$ cat src/rtl/rv_multicycle_ctrl_pkg.sv
// Shared encodings for the multi-cycle RV32I control path: opcodes, FSM states,
// ALU operations and datapath select codes.
package rv_ctrl_pkg;

   localparam logic [6:0] OPC_OP     = 7'b0110011;
   localparam logic [6:0] OPC_OPIMM  = 7'b0010011;
   localparam logic [6:0] OPC_LOAD   = 7'b0000011;
   localparam logic [6:0] OPC_STORE  = 7'b0100011;
   localparam logic [6:0] OPC_BRANCH = 7'b1100011;
   localparam logic [6:0] OPC_LUI    = 7'b0110111;
   localparam logic [6:0] OPC_AUIPC  = 7'b0010111;
   localparam logic [6:0] OPC_JAL    = 7'b1101111;
   localparam logic [6:0] OPC_JALR   = 7'b1100111;

   typedef enum logic [2:0] {
      ST_FETCH  = 3'd0,
      ST_DECODE = 3'd1,
      ST_EXEC   = 3'd2,
      ST_MEM    = 3'd3,
      ST_WB     = 3'd4,
      ST_TRAP   = 3'd5
   } state_t;

   typedef enum logic [3:0] {
      ALU_ADD  = 4'd0,
      ALU_SUB  = 4'd1,
      ALU_SLL  = 4'd2,
      ALU_SLT  = 4'd3,
      ALU_SLTU = 4'd4,
      ALU_XOR  = 4'd5,
      ALU_SRL  = 4'd6,
      ALU_SRA  = 4'd7,
      ALU_OR   = 4'd8,
      ALU_AND  = 4'd9
   } alu_op_t;

   localparam logic [1:0] PC_PLUS4     = 2'd0;
   localparam logic [1:0] PC_ALU       = 2'd1;
   localparam logic [1:0] PC_ALU_ALIGN = 2'd2;

   localparam logic [1:0] WB_ALU  = 2'd0;
   localparam logic [1:0] WB_LOAD = 2'd1;
   localparam logic [1:0] WB_PC4  = 2'd2;

   localparam logic [1:0] A_RS1  = 2'd0;
   localparam logic [1:0] A_PC   = 2'd1;
   localparam logic [1:0] A_ZERO = 2'd2;

   localparam logic B_RS2 = 1'b0;
   localparam logic B_IMM = 1'b1;

   function automatic logic opc_legal(input logic [6:0] opc);
      case (opc)
         OPC_OP, OPC_OPIMM, OPC_LOAD, OPC_STORE, OPC_BRANCH,
         OPC_LUI, OPC_AUIPC, OPC_JAL, OPC_JALR: opc_legal = 1'b1;
         default:                              opc_legal = 1'b0;
      endcase
   endfunction

endpackage

$ cat src/rtl/rv_multicycle_ctrl_alu_dec.sv
// ALU operation decode from opcode/funct fields; purely combinational, no handshake.
module rv_alu_dec
   import rv_ctrl_pkg::*;
(
   input  logic [6:0] opcode,
   input  logic [2:0] funct3,
   input  logic       funct7_b5,
   output alu_op_t    alu_op
);

   logic w_is_op;

   assign w_is_op = (opcode == OPC_OP);

   always_comb begin
      alu_op = ALU_ADD;
      if (w_is_op || (opcode == OPC_OPIMM)) begin
         case (funct3)
            // IR[30] on ADDI is immediate data, so only register ops may subtract
            3'b000:  alu_op = (w_is_op && funct7_b5) ? ALU_SUB : ALU_ADD;
            3'b001:  alu_op = ALU_SLL;
            3'b010:  alu_op = ALU_SLT;
            3'b011:  alu_op = ALU_SLTU;
            3'b100:  alu_op = ALU_XOR;
            3'b101:  alu_op = funct7_b5 ? ALU_SRA : ALU_SRL;
            3'b110:  alu_op = ALU_OR;
            default: alu_op = ALU_AND;
         endcase
      end
   end

endmodule

$ cat src/rtl/rv_multicycle_ctrl.sv
// Multi-cycle RV32I control FSM: 3 cycles branch, 4 ALU/U/J/store, 5 load at zero wait.
// Memory waits stretch FETCH/MEM until the matching ack; all outputs forced low in reset.
module rv_multicycle_ctrl
   import rv_ctrl_pkg::*;
#(
   parameter int CNT_W = 32
) (
   input  logic             clk,
   input  logic             rst_n,
   input  logic [6:0]       opcode,
   input  logic [2:0]       funct3,
   input  logic             funct7_b5,
   input  logic             br_taken,
   input  logic             imem_ack,
   input  logic             dmem_ack,
   output logic             imem_req,
   output logic             ir_we,
   output logic             pc_we,
   output logic [1:0]       pc_sel,
   output logic [1:0]       alu_a_sel,
   output logic             alu_b_sel,
   output logic [3:0]       alu_op,
   output logic             dmem_req,
   output logic             dmem_we,
   output logic             reg_we,
   output logic [1:0]       wb_sel,
   output logic             retire,
   output logic [CNT_W-1:0] instret,
   output logic             illegal,
   output logic [2:0]       state
);

   state_t           r_state;
   state_t           w_state_nxt;
   logic [CNT_W-1:0] r_instret;
   logic             r_illegal;
   logic             w_retire;
   alu_op_t          w_dec_op;
   logic [1:0]       w_a_sel;
   logic             w_b_sel;
   logic             w_is_store;
   logic             w_is_mem;

   rv_alu_dec u_alu_dec (
      .opcode    (opcode),
      .funct3    (funct3),
      .funct7_b5 (funct7_b5),
      .alu_op    (w_dec_op)
   );

   assign w_is_store = (opcode == OPC_STORE);
   assign w_is_mem   = w_is_store || (opcode == OPC_LOAD);

   always_comb begin
      w_a_sel = A_RS1;
      w_b_sel = B_IMM;
      case (opcode)
         OPC_OP:                         w_b_sel = B_RS2;
         OPC_AUIPC, OPC_BRANCH, OPC_JAL: w_a_sel = A_PC;
         OPC_LUI:                        w_a_sel = A_ZERO;
         default:                        ;
      endcase
   end

   always_ff @(posedge clk or negedge rst_n) begin
      if (!rst_n) begin
         r_state   <= ST_FETCH;
         r_instret <= '0;
         r_illegal <= 1'b0;
      end else begin
         r_state <= w_state_nxt;
         if (w_retire)
            r_instret <= r_instret + CNT_W'(1);
         if (w_state_nxt == ST_TRAP)
            r_illegal <= 1'b1;
      end
   end

   always_comb begin
      w_state_nxt = r_state;
      w_retire    = 1'b0;
      imem_req    = 1'b0;
      ir_we       = 1'b0;
      pc_we       = 1'b0;
      pc_sel      = PC_PLUS4;
      alu_a_sel   = A_RS1;
      alu_b_sel   = B_RS2;
      alu_op      = ALU_ADD;
      dmem_req    = 1'b0;
      dmem_we     = 1'b0;
      reg_we      = 1'b0;
      wb_sel      = WB_ALU;
      if (rst_n) begin
         // ALU controls stay live past EXEC so address and writeback value hold still
         if (r_state inside {ST_EXEC, ST_MEM, ST_WB}) begin
            alu_a_sel = w_a_sel;
            alu_b_sel = w_b_sel;
            alu_op    = w_dec_op;
         end
         case (r_state)
            ST_FETCH: begin
               imem_req = 1'b1;
               if (imem_ack) begin
                  ir_we       = 1'b1;
                  w_state_nxt = ST_DECODE;
               end
            end
            ST_DECODE: w_state_nxt = opc_legal(opcode) ? ST_EXEC : ST_TRAP;
            ST_EXEC: begin
               if (w_is_mem) begin
                  w_state_nxt = ST_MEM;
               end else if (opcode == OPC_BRANCH) begin
                  pc_we       = 1'b1;
                  pc_sel      = br_taken ? PC_ALU : PC_PLUS4;
                  w_retire    = 1'b1;
                  w_state_nxt = ST_FETCH;
               end else begin
                  w_state_nxt = ST_WB;
               end
            end
            ST_MEM: begin
               dmem_req = 1'b1;
               dmem_we  = w_is_store;
               if (dmem_ack) begin
                  if (w_is_store) begin
                     pc_we       = 1'b1;
                     w_retire    = 1'b1;
                     w_state_nxt = ST_FETCH;
                  end else begin
                     w_state_nxt = ST_WB;
                  end
               end
            end
            ST_WB: begin
               reg_we      = 1'b1;
               pc_we       = 1'b1;
               w_retire    = 1'b1;
               w_state_nxt = ST_FETCH;
               case (opcode)
                  OPC_LOAD: wb_sel = WB_LOAD;
                  OPC_JAL:  begin wb_sel = WB_PC4; pc_sel = PC_ALU;       end
                  OPC_JALR: begin wb_sel = WB_PC4; pc_sel = PC_ALU_ALIGN; end
                  default:  ;
               endcase
            end
            ST_TRAP: ;
            default: w_state_nxt = ST_FETCH;
         endcase
      end
   end

   assign retire  = w_retire;
   assign instret = r_instret;
   assign illegal = r_illegal;
   assign state   = r_state;

endmodule
$ cat config.mk
export PLATFORM = sky130hd
export DESIGN_NAME = rv_multicycle_ctrl
export DESIGN_NICKNAME = d
export VERILOG_FILES = /design/src/rtl/rv_multicycle_ctrl_pkg.sv /design/src/rtl/rv_multicycle_ctrl_alu_dec.sv /design/src/rtl/rv_multicycle_ctrl.sv
export SDC_FILE = /design/constraint.sdc
export NUM_CORES = 1
export LEC_CHECK = 0
export ABC_AREA = 1
export CORE_ASPECT_RATIO = 1.25
export CORE_MARGIN = 2
export CORE_UTILIZATION = 30
export CTS_BUF_LIST = sky130_fd_sc_hd__clkbuf_16
export CTS_CLUSTER_DIAMETER = 100
export DETAILED_ROUTE_END_ITERATION = 8
export PLACE_DENSITY = 0.53
export SYNTH_ARGS = -nofsm -noshare
export SYNTH_HDL_FRONTEND = slang
export SYNTH_HIERARCHICAL = 1
export SYNTH_SLANG_ARGS = --single-unit
$ cat constraint.sdc
create_clock -name clk -period 2.86 [get_ports clk]
set_clock_uncertainty 0.1 [all_clocks]
set_input_delay 0.572 -clock clk [delete_from_list [all_inputs] [get_ports clk]]
set_output_delay 0.572 -clock clk [all_outputs]
set_load 0.02 [all_outputs]
# Yosys cells after proc, flatten, opt, wreduce, memory -nomap -nowiden
# Cells that the tools add are included.
# classes
magnitude_cmp	0
shift	0
div	0
eq_ne	21
reduce_logical	9
muxes	49
bitwise_logic	0
mul	0
n_addsub	1
# ops
operator	n
32-bit by 1-bit adder with 32-bit output (second input constant)	1
4-bit one-hot mux with 7 select lines	1
1-bit two-way mux	27
7-bit by 6-bit == test with 1-bit output (second input constant)	3
7-bit == test (second input constant)	3
3-bit two-way mux	7
3-bit == test (second input constant)	6
2-bit one-hot mux with 2 select lines	4
3-bit one-hot mux with 5 select lines	1
7-bit by 5-bit == test with 1-bit output (second input constant)	2
3-bit by 2-bit == test with 1-bit output (second input constant)	4
4-bit two-way mux	3
2-bit two-way mux	5
9-bit OR reduction	1
7-bit by 2-bit == test with 1-bit output (second input constant)	1
3-bit by 1-bit == test with 1-bit output (second input constant)	2
3-bit logical NOT	2
1-bit one-hot mux with 3 select lines	1
3-bit nonzero test	1
3-bit OR reduction	1
1-bit logical OR	2
2-bit OR reduction	1
1-bit logical AND	1
# totals
mem_bits_rw	0
wordCells	83
memories	0
mem_bits_ro	0
reg_bits	36
latchBits	0

# Logic depth before layout (Yosys ltp)
# Gate-level depths: netlist (run 1).
# logic_depth
ltp_word	9
depth_mapped	13

# Cells and area by module
# The synthesis (run 1) kept the hierarchy.
# modules_own_cells
module	cells_per_inst	n_inst	area_per_inst_um2
rv_multicycle_ctrl	387	1	2647.5
rv_alu_dec	26	1	121.4

# Worst setup path after synthesis (run 1)
# OpenSTA, ideal clock, no wires.
# synth_timing
kind	register -> output
start	register r_state[0], in the netlist state[0]
end	output wb_sel[0]
required_ns	2.188
path_slack_ns	0.228
n_path_buf	0
t_arrival_ns	1.960
path_stages_with_launch	8
cell_sequence	dfrtp_1 > inv_1 > nand2_1 > nor2_2 > inv_1 > nor2_1 > inv_2 > nor4_1
# synth_via
elab_chain_cells	3
# synth_lines
item	line	source
start: declaration	rv_multicycle_ctrl.sv:33	state_t r_state;
start signal: assignment	rv_multicycle_ctrl.sv:71	r_state <= w_state_nxt;
3-bit == test	rv_multicycle_ctrl.sv:100	case (r_state)
2-bit two-way mux	rv_multicycle_ctrl.sv:100	
2-bit two-way mux	rv_multicycle_ctrl.sv:93	if (rst_n) begin
end: declaration	rv_multicycle_ctrl.sv:26	output logic [1:0] wb_sel,
# No other way between the ends.

# Worst setup path after layout (run 1)
# layout_timing
start	input opcode[1]
end	output dmem_we
# layout_via
elab_chain_cells	3
# layout_lines
item	line	source
start: declaration	rv_multicycle_ctrl.sv:10	input logic [6:0] opcode,
7-bit by 6-bit == test with 1-bit output	rv_multicycle_ctrl.sv:51	assign w_is_store = (opcode == OPC_STORE);
1-bit two-way mux	rv_multicycle_ctrl.sv:100	
1-bit two-way mux	rv_multicycle_ctrl.sv:93	
end: declaration	rv_multicycle_ctrl.sv:24	output logic dmem_we,
# No other way between the ends.

==> results by group, run 1 <==
Cells and area
  – Top library cells by usage in the layout, fill and taps aside: 139 x sky130_fd_sc_hd__nand2_1, 54 x sky130_fd_sc_hd__nor2_1, 52 x sky130_fd_sc_hd__clkdlybuf4s50_1
  – Area growth syn-to-layout: 36.8%
  – Most common library cell in the layout ignoring fill and taps: sky130_fd_sc_hd__nand2_1
  – Final cell utilization of the core: 41.7%
  – Count of filler cells inserted in the layout: 986
  – Number of antenna diodes: 0
  – Layout cells sized above 1: between 10% and 20%
  – Net total in the final layout: 520

STA
  – Achievable clock frequency: 361 MHz
  – Final worst path period need: 2770 ps
  – Final hold violation count: 0
  – Final count of pins violating max slew: 0
  – Number of setup violations in the final report: 0
  – WHS: roughly 130 ps
  – Worst Max-Slew Pin Slew: roughly 520 ps
  – Sum of negative setup slack: 0 ps
  – RSZ-0062 raised after global routing: false
  – Share of the clock period used by the worst path: a little over nine tenths
  – Relative slew slack: 65.3%

Route
  – Post-DR wirelength/cell: between 10 and 15 µm
  – DRC violation count after routing: 0
  – Post-route ant nets: 0
  – Post-detailed-routing wire length: approximately 8000 µm
  – TritonRoute pass-1 iters: 4
  – Routed via count divided by cell count: around 4.5
  – Initial DRC count: 144
  – Total via count in the routed design: ~2900

GRT
  – Maximum number of pins on one net before global-route repair: 43
  – Overflow left after global routing: 0
  – All-layer global routing usage: between 10% and 20%
  – First-pass GRT wire length: between 10000 and 15000 µm
  – Via count of the first global-routing pass: roughly 2900
  – Number of antenna violations at the first check in global routing: 1

Worst setup path
  – Launching point of the worst reg2reg path: state[2]
  – Reg2reg end: instret[11]
  – CP max FO: 4
  – Arrival time of the worst setup path: between 2000 and 2500 ps
  – Sort of element at the start of the critical path: input port
  – Critical Path RT: roughly 2200 ps
  – Setup CP Type: input port to output pin
  – Endpoint type of the worst setup path: output pin
  – Reg2Reg Setup Slack: roughly 760 ps
  – R2R cell count: 11

Floorplanning
  – Number of top-level pins: 70
  – Initial standard-cell utilization of the core: between 30% and 40%
  – Number of standard-cell rows in the floorplan: 39
  – Placeable Area: 9080 µm²
  – Area enclosed by the die boundary: around 10000 µm²
  – Vertical die dimension: ~110 µm
  – DIE WIDTH: 89.9 µm

Pwr
  – Power density of the placed cells: a little over 600 nW/µm²
  – Cell leakage power: around 1.8 nW
  – Highest ir drop seen on vdd: ~0.00055 V

Clock network
  – Number of H-tree levels: 2
  – Root Buffer: sky130_fd_sc_hd__clkbuf_16
  – CTS tree: built
  – Longest Clk Path Bufs: 2
  – Total clock buffers created by CTS: 5
  – Post-CTS clock slew at the launch and capture registers of the worst setup and hold paths: approximately 50 ps
  – Clock sink count: 36
  – Clock insertion delay at the later pin of the skew report: around 280 ps
  – Count of buffers added by post-CTS timing repair for setup: 0

Logic synthesis
  – Gate count after technology mapping: ~410
  – Total of warnings raised by yosys: 6
  – Unique masters post-synth: 36
  – Proportion of synthesized chip area in sequential cells: about 33%
  – Post-Syn Area: between 2000 and 3000 µm²
  – Syn Nets: 430
  – Post-synthesis register bit count: 36
  – Synthesized area per cell: approximately 6.7 µm²

Place
  – Number of buffers added on ports: 69
  – Final Wtd Congestion: between 0.8 and 0.9
  – Detailed placer's ending HPWL: between 6000 and 7000 µm

Flow run
  – Number of violations of the max-capacitance limit: 0

Min path
  – Min-delay worst type: input port to async pin

Status
  – Outcome: finished, final reports clean
## what timing repair did
item,CTS,global route
hold buffers,0,0
endpoints found under the setup margin,14,10
gates resized for setup,14,18
## registers in the layout, summed over array words and instances (netlist names)
signal / count
state: 3
illegal: 1
instret: 32
## cells in the mapped netlist, drive strengths merged
cell type	count	area, µm²
a22oi	1	7.51
or2	1	6.26
o21ai	20	145
buf	7	83.8
dfrtp	36	901
ha	1	12.5
inv	58	223
clkinv	2	8.75
a21oi	6	37.5
nand3b	2	18.8
xnor2	4	35.0
o21bai	1	7.51
nor2	59	244
nand3	16	90.1
o31ai	1	21.3
nor3	24	120
nand4	7	43.8
xor2	22	193
nand2	143	552
nor4	2	18.8
## where the power goes
part / switching (W) / internal [W]
Clock: 0.000208 / 0.000313
Sequential: 0.000153 / 0.000617
Combinational: 0.000601 / 0.000430
## logic make-up after synthesis
family	synth area share, %
AOI/OAI and AO/OA	7.91
xor gates and xnor gates	8.22
adders and majority gates	0.452
buffers and inverters	11.4
DFF	32.5
and+or+nand+nor	39.5
## through the flow
| stage | total power (W) | instances | worst slack, ps | instance area (µm²) |
|---|---|---|---|---|
| after floorplan | 0.00141 | 413 | 228 | 2770 |
| after global placement | 0.00182 | 619 | -245 | 3680 |
| after detailed placement | 0.00183 | 619 | -257 | 3680 |
| after CTS | 0.00235 | 627 | 6.46 | 3800 |
| after global routing | 0.00248 | 627 | 11.3 | 3790 |
| final | 0.00232 | 627 | 87.3 | 3790 |
## area by class of cell
cell class | count | area [µm²] | area share, %
Sequential cell | 36 | 901 | 23.8
Timing Repair Buffer | 90 | 812 | 21.4
Multi-Input combinational cell | 310 | 1550 | 41.0
Inverter | 60 | 231 | 6.11
Clock buffer | 5 | 125 | 3.30
Tap cell | 123 | 154 | 4.06
Clock inverter | 3 | 11.3 | 0.297
## critical path: stages
cell and delay (ps):
sky130_fd_sc_hd__clkdlybuf4s50_1 480, sky130_fd_sc_hd__nand2_1 140, sky130_fd_sc_hd__nor2_4 160, sky130_fd_sc_hd__nand3_2 100, sky130_fd_sc_hd__buf_4 150, sky130_fd_sc_hd__nor3_1 150
sky130_fd_sc_hd__clkdlybuf4s15_1 350
## worst max-delay path by stage
stage	startpoint	end	slack, ps
floorplan	state[0]	wb_sel[0]	230
global placement	opcode[1]	pc_we	-240
detailed placement	opcode[1]	pc_we	-260
CTS	opcode[1]	pc_we	6
global route	opcode[0]	dmem_we	10
finish	opcode[1]	dmem_we	90
## per-layer routing
layer | share of wire (%) | wire, µm | up-vias | track usage (%)
met4 | 1.7 | 142 | 2 | 5.33
met2 | 50 | 4110 | 73 | 30.8
met5 | 0.16 | 13 | - | 0
met1 | 44 | 3570 | 1306 | 20.3
met3 | 3.9 | 316 | 14 | 3.45
li1 | - | - | 1456 | -
(Power assumes the default switching activity.)
==> inputs of run 2 (changes only) <==
Settings changed: CORE_UTILIZATION 30 to 54, PLACE_DENSITY 0.53 to 0.87, SLEW_MARGIN set to 20.
==> run 2 against run 1 <==
Compared with the run above:
- non-clock buffer count down 2
- critical endpoint is now pc_sel[1]
- register-to-register slack better by 40 ps
- cell area down 2.4%
- fmax down 0.42%
- clock-buffer cell count unchanged
- sequential power down 2%
- clock power down 2%
- highest routed layer is now met4
- setup slack worse by 12 ps
- wire length down 6.3%
- largest power group unchanged
==> results by group, run 2 (synthesis results as in run 1) <==
Status
  – Outcome: finished, final reports clean (unchanged)

STA
  – Worst Max-Slew Pin Slew: 489 ps (was 521 ps)
  – Final hold violation count: 0 (unchanged)
  – RSZ-0062 raised after global routing: false (unchanged)
  – WHS: 215 ps (was 125 ps)
  – Final worst slack: 75.7 ps (was 87.3 ps)
  – Sum of negative setup slack: 0 ps (unchanged)
  – Achievable clock frequency: 359 MHz (was 361 MHz)
  – Final worst path period need: 2780 ps (was 2770 ps)
  – Share of the clock period used by the worst path: 97.4% (was 96.9%)
  – Final count of pins violating max slew: 0 (unchanged)
  – Relative slew slack: 67.4% (was 65.3%)
  – Number of setup violations in the final report: 0 (unchanged)

Clock network
  – CTS tree: built (unchanged)
  – Clock insertion delay at the later pin of the skew report: 280 ps (about the same)
  – Clock sink count: 36 (unchanged)
  – Longest Clk Path Bufs: 2 (unchanged)
  – Total clock buffers created by CTS: 5 (unchanged)
  – Count of hold buffers inserted by post-cts repair: 0 (unchanged)
  – Number of H-tree levels: 2 (unchanged)
  – Post-CTS clock slew at the launch and capture registers of the worst setup and hold paths: 50 ps (about the same)
  – Root Buffer: sky130_fd_sc_hd__clkbuf_16 (unchanged)

Place
  – Final Wtd Congestion: 0.945 (was 0.856)
  – Number of buffers added on ports: 69 (unchanged)
  – Dpl ws: -335 ps (was -257 ps)
  – Placed insts: 556 (was 619)
  – Detailed placer's ending HPWL: 5840 µm (was 6410 µm)

Flow run
  – Number of violations of the max-capacitance limit: 0 (unchanged)

Pwr
  – Portion of total power attributed to the clock network: 22.1% (was 22.5%)
  – Cell leakage power: 1.79 nW (about the same)
  – Portion of total power attributed to sequential cells: 32.8% (was 33.1%)
  – Internal power: 0.00136 W (about the same)
  – P_sw: 0.000945 W (was 0.000962 W)
  – Power density of the placed cells: 624 nW/µm² (was 613 nW/µm²)
  – Fraction of power spent switching nets: 41.0% (was 41.4%)
  – Combinational Power Share: 45.1% (was 44.4%)
  – Highest ir drop seen on vdd: 0.000549 V (was 0.000550 V)
  – Post-layout total power: 0.00231 W (was 0.00232 W)

Route
  – Met1 wire length: 2930 µm (was 3570 µm)
  – Initial DRC count: 131 (was 144)
  – Post-detailed-routing wire length: 7640 µm (was 8150 µm)
  – Total via count in the routed design: 2945 (was 2851)
  – Post-route ant nets: 0 (unchanged)
  – Top layer used by detailed routing: met4 (was met5)
  – DRC violation count after routing: 0 (unchanged)
  – Routed met3 length: 390 µm (was 316 µm)
  – Detail Route met2 WL: 4050 µm (was 4110 µm)
  – TritonRoute pass-1 iters: 5 (was 4)
  – Post-DR wirelength/cell: 13.6 µm (was 13.0 µm)
  – Routed via count divided by cell count: 5.23 (was 4.55)

GRT
  – Via count of the first global-routing pass: 2906 (was 2853)
  – Overflow left after global routing: 0 (unchanged)
  – First-pass GRT wire length: 12500 µm (was 13900 µm)
  – Maximum number of pins on one net before global-route repair: 43 (unchanged)
  – All-layer global routing usage: 28.4% (was 17.0%)
  – Number of antenna violations at the first check in global routing: 0 (was 1)

Cells and area
  – Most common library cell in the layout ignoring fill and taps: sky130_fd_sc_hd__nand2_1 (unchanged)
  – Max reg flops: 32 (unchanged)
  – Final instance count without filler cells: 563 (was 627)
  – Layout cells sized above 1: 15.2% (was 14.7%)
  – Number of antenna diodes: 0 (unchanged)
  – Area growth syn-to-layout: 33.4% (was 36.8%)
  – Top library cells by usage in the layout, fill and taps aside: 139 x sky130_fd_sc_hd__nand2_1, 54 x sky130_fd_sc_hd__nor2_1, 52 x sky130_fd_sc_hd__clkdlybuf4s50_1 (unchanged)
  – Net total in the final layout: 518 (was 520)

Worst setup path
  – Critical Path RT: 2190 ps (about the same)
  – CP max FO: 3 (was 4)
  – Endpoint type of the worst setup path: output pin (unchanged)
  – Startpoint of the worst setup timing path: opcode[4] (was opcode[1])
  – Reg2reg end: instret[9] (was instret[11])
  – Launching point of the worst reg2reg path: state[2] (unchanged)
  – R2R cell count: 11 (unchanged)
  – Reg2Reg Setup Slack: 800 ps (was 760 ps)
  – Setup CP Type: input port to output pin (unchanged)
  – Arrival time of the worst setup path: 2110 ps (was 2100 ps)
  – Sort of element at the start of the critical path: input port (unchanged)

Floorplanning
  – Number of top-level pins: 70 (unchanged)
  – Placeable Area: 5010 µm² (was 9080 µm²)
  – Number of standard-cell rows in the floorplan: 29 (was 39)
  – Area enclosed by the die boundary: 5720 µm² (was 10000 µm²)
  – DIE WIDTH: 68.0 µm (was 89.9 µm)
  – Initial standard-cell utilization of the core: 55.3% (was 30.5%)
  – Vertical die dimension: 84.1 µm (was 111 µm)

Min path
  – Min-delay worst type: input port to async pin (unchanged)
## run 2: timing repair
item | CTS | global route
endpoints found under the setup margin | 13 | 11
gates resized for setup | 15 | 21
buffers inserted | 0 | 0
## run 2: power groups by stage
stage / Clock, W / Sequential (W) / Combinational (W)
final: 0.000509 / 0.000757 / 0.00104
after global routing: 0.000526 / 0.000777 / 0.00113
after CTS: 0.000514 / 0.000758 / 0.00105
after detailed placement: 0 / 0.000765 / 0.00104
after global placement: 0 / 0.000761 / 0.00102
after floorplan: 0 / 0.000877 / 0.000536
## run 2: final cells by class
cell class / instances / area, µm²
Inverter: 60 / 231
Clock buffer: 5 / 125
Clock inverter: 2 / 8.76
Tap cell: 62 / 77.6
Fill cell: 404 / 1310
Timing Repair Buffer: 88 / 793
Sequential cell: 36 / 901
Multi-Input combinational cell: 310 / 1560
## run 2: worst max-delay path by stage
stage / end / depth (start not counted)
final: pc_sel[1] / 8
after global routing: pc_sel[1] / 8
after CTS: pc_sel[0] / 8
after detailed placement: pc_sel[0] / 8
after global placement: alu_op[0] / 11
after floorplan: wb_sel[0] / 7
## run 2: worst max-delay path, cell delays in order
cell	delay (ps)
sky130_fd_sc_hd__clkdlybuf4s50_1	500
sky130_fd_sc_hd__inv_2	90
sky130_fd_sc_hd__nand2_1	80
sky130_fd_sc_hd__nor2_1	160
sky130_fd_sc_hd__nand2_1	100
sky130_fd_sc_hd__buf_4	150
sky130_fd_sc_hd__nor3_1	150
sky130_fd_sc_hd__clkdlybuf4s15_1	320
## run 2: metal layers
layer	up-vias	global-route usage, %
met2	94	51.3
met5	-	0
met4	0	13.8
met3	24	4.05
met1	1368	30.9
li1	1459	-
## run 2: per-stage QoR
step | utilization, % | instance area [µm²]
after floorplan | - | 2770
after global placement | 71.7 | 3590
after detailed placement | 71.7 | 3590
after CTS | 74.1 | 3710
after global routing | 73.8 | 3690
final | 73.8 | 3690
==> inputs of run 3 (changes only) <==
Settings changed: CAP_MARGIN set to 20.
==> results of run 3 <==
The final DEF is identical to that of run 2; final timing and power are the same.
